File: src/rtl/maxnet_controller.sv
// Sequencer for the Maxnet winner-take-all datapath: load, row-by-row MAC passes,
// commit, and a convergence/timeout check. Reports the winner index and a timeout flag.
module maxnet_controller #(
  parameter int N        = 4,
  parameter int RW       = 2,
  parameter int IW       = 4,
  parameter int ITER_MAX = 15
) (
  input  logic          clk,
  input  logic          rst,
  input  logic          start,
  input  logic [N-1:0]  nz_flags,
  output logic          ld_init,
  output logic [RW-1:0] row_sel,
  output logic [N-1:0]  new_en,
  output logic          commit,
  output logic          busy,
  output logic          done,
  output logic [RW-1:0] winner,
  output logic          winner_valid,
  output logic          timeout,
  output logic [IW-1:0] iter_count
);

  typedef enum logic [2:0] {
    S_IDLE, S_LOAD, S_CHECK, S_COMPUTE, S_COMMIT, S_DONE
  } state_t;

  state_t          state_q, state_d;
  logic [RW-1:0]   j_q, j_d;
  logic [IW-1:0]   iter_q, iter_d;
  logic [RW-1:0]   win_q, win_d;
  logic            wv_q, wv_d;
  logic            to_q, to_d;

  function automatic int unsigned popcnt(input logic [N-1:0] v);
    int unsigned c;
    c = 0;
    for (int i = 0; i < N; i++) if (v[i]) c++;
    return c;
  endfunction

  function automatic logic [RW-1:0] lowest(input logic [N-1:0] v);
    logic [RW-1:0] idx;
    idx = '0;
    for (int i = N - 1; i >= 0; i--) if (v[i]) idx = RW'(i);
    return idx;
  endfunction

  always_ff @(posedge clk or posedge rst) begin
    if (rst) begin
      state_q <= S_IDLE;
      j_q     <= '0;
      iter_q  <= '0;
      win_q   <= '0;
      wv_q    <= 1'b0;
      to_q    <= 1'b0;
    end else begin
      state_q <= state_d;
      j_q     <= j_d;
      iter_q  <= iter_d;
      win_q   <= win_d;
      wv_q    <= wv_d;
      to_q    <= to_d;
    end
  end

  // Result flags are latched on the CHECK->DONE edge so they are already valid
  // while done is high, and then hold until the next accepted start.
  always_comb begin
    state_d = state_q;
    j_d     = j_q;
    iter_d  = iter_q;
    win_d   = win_q;
    wv_d    = wv_q;
    to_d    = to_q;
    case (state_q)
      S_IDLE: if (start) begin
        state_d = S_LOAD;
        iter_d  = '0;
        win_d   = '0;
        wv_d    = 1'b0;
        to_d    = 1'b0;
      end
      S_LOAD: state_d = S_CHECK;
      S_CHECK: begin
        if (popcnt(nz_flags) <= 1) begin
          state_d = S_DONE;
          win_d   = lowest(nz_flags);
          wv_d    = (popcnt(nz_flags) == 1);
        end else if (iter_q == IW'(ITER_MAX)) begin
          state_d = S_DONE;
          to_d    = 1'b1;
        end else begin
          state_d = S_COMPUTE;
          j_d     = '0;
        end
      end
      S_COMPUTE: begin
        if (j_q == RW'(N - 1)) state_d = S_COMMIT;
        else                   j_d     = j_q + 1'b1;
      end
      S_COMMIT: begin
        state_d = S_CHECK;
        if (iter_q != IW'(ITER_MAX)) iter_d = iter_q + 1'b1;
      end
      S_DONE:  state_d = S_IDLE;
      default: state_d = S_IDLE;
    endcase
  end

  assign ld_init      = (state_q == S_LOAD);
  assign row_sel      = (state_q == S_COMPUTE) ? j_q : '0;
  assign new_en       = (state_q == S_COMPUTE) ? ({{(N-1){1'b0}}, 1'b1} << j_q) : '0;
  assign commit       = (state_q == S_COMMIT);
  assign busy         = (state_q == S_LOAD) || (state_q == S_CHECK) ||
                        (state_q == S_COMPUTE) || (state_q == S_COMMIT);
  assign done         = (state_q == S_DONE);
  assign winner       = win_q;
  assign winner_valid = wv_q;
  assign timeout      = to_q;
  assign iter_count   = iter_q;

endmodule

File: config.mk
export PLATFORM = sky130hd
export DESIGN_NAME = maxnet_controller
export DESIGN_NICKNAME = d
export VERILOG_FILES = /design/src/rtl/maxnet_controller.sv
export SDC_FILE = /design/constraint.sdc
export NUM_CORES = 1
export LEC_CHECK = 0
export CAP_MARGIN = 25
export CORE_AREA = 8 8 50 68
export CTS_BUF_LIST = sky130_fd_sc_hd__clkbuf_8
export CTS_CLUSTER_DIAMETER = 50
export DETAILED_ROUTE_END_ITERATION = 12
export DIE_AREA = 0 0 58 76
export GPL_ROUTABILITY_DRIVEN = 0
export PLACE_DENSITY = 0.75
export SYNTH_ARGS = -nofsm -noshare
export SYNTH_HDL_FRONTEND = slang
export SYNTH_SLANG_ARGS = --single-unit
export TNS_END_PERCENT = 5
File: constraint.sdc
create_clock -name clk -period 1.5 [get_ports clk]
set_input_delay 0.3 -clock clk [delete_from_list [all_inputs] [get_ports clk]]
set_output_delay 0.3 -clock clk [all_outputs]
set_load 0.02 [all_outputs]
; ---- Word level (Yosys, flattened, before mapping)
; Cells that the tools add are included.
[word_totals]
word_cells = 92
output_inout_bits = 18
reg_bits = 13
inputBits = 7
[op_classes]
muxes = 46
reduce_logical = 13
eq_ne = 17
add_sub_neg = 8
shift = 1
magnitude_cmp = 1
[op_table]
columns = operator, count
row1 = 2-to-1 mux 32 bit, 18
row2 = adder 32 x 1 -> 32 bit (second input constant), 6
row3 = == test 32 x 1 -> 1 bit (second input constant), 1
row4 = less-or-equal comparator 32 x 1 -> 1 bit (second input constant), 1
row5 = 2-to-1 mux 2 bit, 10
row6 = != test 2 bit (second input constant), 7
row7 = 2-to-1 mux 3 bit, 4
row8 = 2-to-1 mux 4 bit, 3
row9 = one-hot mux 3 bit (4 select lines), 1
row10 = one-hot mux 2 bit (2 select lines), 2
row11 = one-hot mux 4 bit (2 select lines), 1
row12 = AND reduction 4 bit, 2
row13 = == test 3 x 2 -> 1 bit (second input constant), 2
row14 = == test 3 bit (second input constant), 2
row15 = AND reduction 3 bit, 2
row16 = nonzero test 2 bit, 3
row17 = 2-to-1 mux 1 bit, 5
row18 = adder 4 x 1 -> 4 bit (second input constant), 1
row19 = == test 4 bit (second input constant), 1
row20 = != test 4 bit (second input constant), 1
row21 = one-hot mux 1 bit (2 select lines), 2
row22 = left shift 1 x 2 -> 4 bit (first input constant), 1
row23 = == test 3 x 1 -> 1 bit (second input constant), 1
row24 = zero test 3 bit, 1
row25 = other kinds (6), 8

; ---- Logic depth before layout (Yosys ltp)
[depth]
word_depth = 29
mapped_depth = 8
mapped_depth_nobuf = 8

; ---- Worst setup path before layout
; Ideal clock, no wire load.
[synth_timing]
kind = input-to-reg
from = input nz_flags[0]
to = register wv_q (netlist: winner_valid)
t_required_ns = 1.374
setup_time_ns = 0.126
arrival_ns = 1.940
cell_stages = 8
n_path_buf = 0
slack_ns = -0.566
cell_sequence = inv_1 ha_1 xor2_1 ha_1 a31o_4 a211oi_4 nor3_2 a221o_1
[synth_via]
elab_chain_len = 18
word_cells_on_any_way = 31
cone_classes = add/sub: 6 / order compare: 1 / eq/ne: 2 / mux: 21 / reduce/logical: 1
[synth_lines]
columns = element, line_no
row1 = from (decl), 12  ; input logic [N-1:0] nz_flags,
row2 = 2-to-1 mux 1 bit *, 39  ; for (int i = 0; i < N; i++) if (v[i]) c++;
row3 = "parallel branches: the longest is 17 deep, another holds adder 32 x 1 -> 32 bit", --
row4 = to (signal assigned), 63  ; wv_q <= wv_d;
row5 = to (decl), 33  ; logic wv_q, wv_d;
; Every way passes the cells marked *. The select of a mux whose other input is x is not followed.
; A chain may end at the register's enable or synchronous reset.

; ---- Worst setup path in the final report
; Same ends and word-level chain as after synthesis.

==> impl_metrics.csv <==
group,metric,value,unit
run_status,status,"complete, but fails checks",
run_status,violations,"negative setup slack",
sta,grt_setup_unrepaired,"yes",
placement,portBuffers,24,
hold_path,min_path_type,"primary input to asynchronous set/reset pin",
worst_setup_path,required,1.62,ns
drt,via_per_inst,5.470,
drt,remaining_drc_errors,0,
synth,synth_fp_nets,139,
die,core,2477,sq um
clock_tree,tritoncts,"done",
drt,routed_wirelength,3.043,mm
synth,async_reset_ff_frac,1.000,
worst_setup_path,cp-start-kind,"primary input",
global_routing,grt_pass1_wl,5.319,mm
clock_tree,cts_root_buffer,"clkbuf_8",
synth,ys_seq_area_frac,0.3099,
sta,worst_slew_pin_slew,0.5222,ns
power,p_leak,0.8366,nW
placement,place_ws,-1.155,ns
power,swShare,0.4395,
placement,hpwl,2.432,mm
sta,setup_viol,13,
drt,wl_per_cell,15.06,um
run,max-cap-violations,0,
worst_setup_path,cp-end-kind,"register",
power,p_total,2.940,mW
layout,fin_util,0.6662,
global_routing,grt.total_usage,0.1478,
global_routing,grt_max_degree,14,
sta,layout_setup_ws,-0.3406,ns
layout,fin_nets,196,
worst_setup_path,crit_arrival,1.96,ns
global_routing,grt_pass1_vias,1181,
drt,drtIter0Drc,27,
synth,synth_ff_type,"dfrtp_1",
layout,multiInputGateArea,696.9,sq um
sta,skew,0.0005805,ns
layout,area_delta_synth_final,57.21,%
synth,syn-cell-area,1050,sq um
sta,hold_viol,0,
die,die_h,76,um
synth,synth_top_family_by_area,"simple AND/OR/NAND/NOR gates",
synth,ys_ff_latch,13,
sta,clock.fmax,543.3,MHz
die,die_x,58,um
synth,synth_compound_area_frac,0.2193,
clock_tree,clkSinkCount,13,
sta,fin_crit,1.841,ns
synth,syn_avg_cell_area,8.605,sq um
layout,layout-drive-gt1-share,0.4045,
die,num_io_pins,25,
power,sequentialPowerShare,0.207,
layout,register_area,325.3,sq um
power,power_frac_clock,0.107,
drt,vias,1105,
worst_setup_path,path_class,"primary input to register",
clock_tree,cts_buffers,3,
power,p_per_area,1781,nW/um^2
die,start_util,0.4237,
clock_tree,worstSkewPairLatency,0.25,ns
worst_setup_path,critPathMaxFanout,6,
power,power.switching,1.292,mW
power,internal_power,1.648,mW
synth,synth-edff-count,0,
clock_tree,cts.clk_slew.worst_paths,0.06,ns
sta,relSlewSlack,0.6515,
power,peakVddDrop,0.9523,mV
drt,antenna_left,0,
global_routing,antenna_found_initial,0,
synth,yosys.area_share.simple,0.2467,
sta,final_max_slew_viol_count,0,
synth,yosys.cell_types.count,36,
global_routing,overflow,0,
die,std_cell_rows,22,
layout,fill_cells,208,
die,dieArea,4408,sq um
sta,finalCritPeriodShare,1.227,
power,power_frac_comb,0.686,
drt,firstDrtPassIters,4,
layout,insertedDiodeCount,0,
clock_tree,clk_path_buf_depth,2,
clock_tree,htreeDepth,1,
synth,synth_fa_ha_area_frac,0.1192,
synth,ys.warnings.count,0,
synth,synth_xor_area_frac,0.02503,
synth,syn_inst,122,
synth,synth_mux_area_frac,0.009535,
-- path summary, 6_finish.rpt --
kind	cells after the start	from	to	slack, ns
worst max-delay path	9	nz_flags[0]	winner_valid$_DFFE_PP0P_	-0.34
worst min register to register	1	winner[1]$_DFFE_PP0P_	winner[1]$_DFFE_PP0P_	0.48
min in group clk	1	winner[1]$_DFFE_PP0P_	winner[1]$_DFFE_PP0P_	0.48
worst max register to register	5	state_q[0]$_DFFE_PP0P_	winner_valid$_DFFE_PP0P_	-0.06
max in group asynchronous	2	rst	state_q[0]$_DFFE_PP0P_	0.76
worst min-delay path	2	rst	winner[0]$_DFFE_PP0P_	0.39
-- kinds of logic (layout without fill, tap and decap cells) --
kind of cell / count (synthesis) / in the layout
AOI/OAI and AO/OA: 27 / 27
muxes: 1 / 1
DFF: 13 / 13
buffers and inverters: 17 / 73
adders and majority gates: 10 / 10
xor gates and xnor gates: 3 / 3
and+or+nand+nor: 51 / 51
-- synth_stat cells, types with 2 or more instances --
cell,count,share of area
nand2_1,14,0.050
dfrtp_1,13,0.31
and3_1,11,0.066
inv_1,11,0.039
ha_1,10,0.12
nor2_1,10,0.036
o21ai_0,7,0.033
nor3_1,5,0.024
a21oi_1,4,0.019
clkbuf_1,3,0.011
a22o_1,2,0.017
a32o_1,2,0.019
buf_2,2,0.0095
nand2b_1,2,0.012
nand3_1,2,0.0095
nand4_1,2,0.012
nor3_2,2,0.019
xnor2_1,2,0.017
-- state kept, by name, indices dropped and copies added, names as in the netlist --
signal,flops
iter_count,4
state_q,3
j_q,2
winner,2
timeout,1
winner_valid,1
-- layout by cell type (no fill, tap or decap), types with 2 or more instances in the layout --
cell type,netlist,layout
nor3_2,2,4
nand2_1,14,14
buf_2,2,2
nand2b_1,2,2
dfrtp_1,13,13
clkbuf_8,0,3
nor2_1,10,8
inv_2,0,2
and3_1,11,10
buf_6,1,7
buf_4,0,35
nor2_2,0,2
inv_1,11,8
ha_1,10,7
clkdlybuf4s50_1,0,3
o21ai_0,7,7
a21oi_1,4,4
dlygate4sd2_1,0,8
nor3_1,5,3
ha_2,0,2
a22o_1,2,2
a32o_1,2,2
nand3_1,2,2
xnor2_1,2,2
nand4_1,2,2
-- worst max-delay path: stages --
cell and delay (ns):
buf_12 0.10, inv_12 0.03, ha_4 0.27, xor2_2 0.15, ha_2 0.21, nand4_1 0.14, a211oi_4 0.42, nor3_2 0.06
a221o_1 0.29
-- area by class of cell --
type / count / share of cell area
multi-input combinational: 92 / 0.4223
timing repair buffer: 58 / 0.2980
sequential: 13 / 0.1971
inverter: 11 / 0.03715
clock buffer: 3 / 0.02502
tap: 24 / 0.01820
clock inverter: 1 / 0.002274
-- timing repair --
item | CTS | global route
endpoints found under the hold margin | 0 | 0
gates cloned | 0 | 0
setup buffers | 1 | 0
pin swaps | 4 | 5
gates resized for setup | 61 | 30
hold buffers | 0 | 0
setup endpoints to repair | 26 | 19
-- metrics by stage --
stage                     cell area, sq um  hold WS, ns  std cells  setup TNS (ns)
after floorplan                       1097       0.1770        122          -2.858
after global placement                1590       0.4766        198          -10.00
after detailed placement              1590       0.4802        198          -10.91
after CTS                             1597       0.4105        203          -3.543
after global routing                  1650       0.4622        202          -3.938
final                                 1650       0.3879        202          -2.446
-- power by group through the flow --
stage                     Sequential (mW)  Combinational [mW]  Clock, mW
after global routing                0.628                2.20      0.341
final                               0.607                2.02      0.314
after global placement              0.591                1.97          0
after detailed placement            0.598                2.02          0
after floorplan                     0.651               0.979          0
after CTS                           0.598                1.92      0.320
-- routing by layer --
| layer | up-vias | global-route usage | wire length, um |
|---|---|---|---|
| li1 | 546 | - | - |
| met1 | 524 | 0.1535 | 1147 |
| met2 | 31 | 0.2758 | 1750 |
| met3 | 4 | 0.01858 | 102 |
| met4 | 0 | 0.06897 | 43 |
| met5 | - | 0 | 0 |
Power figures use the tool's default switching activity.
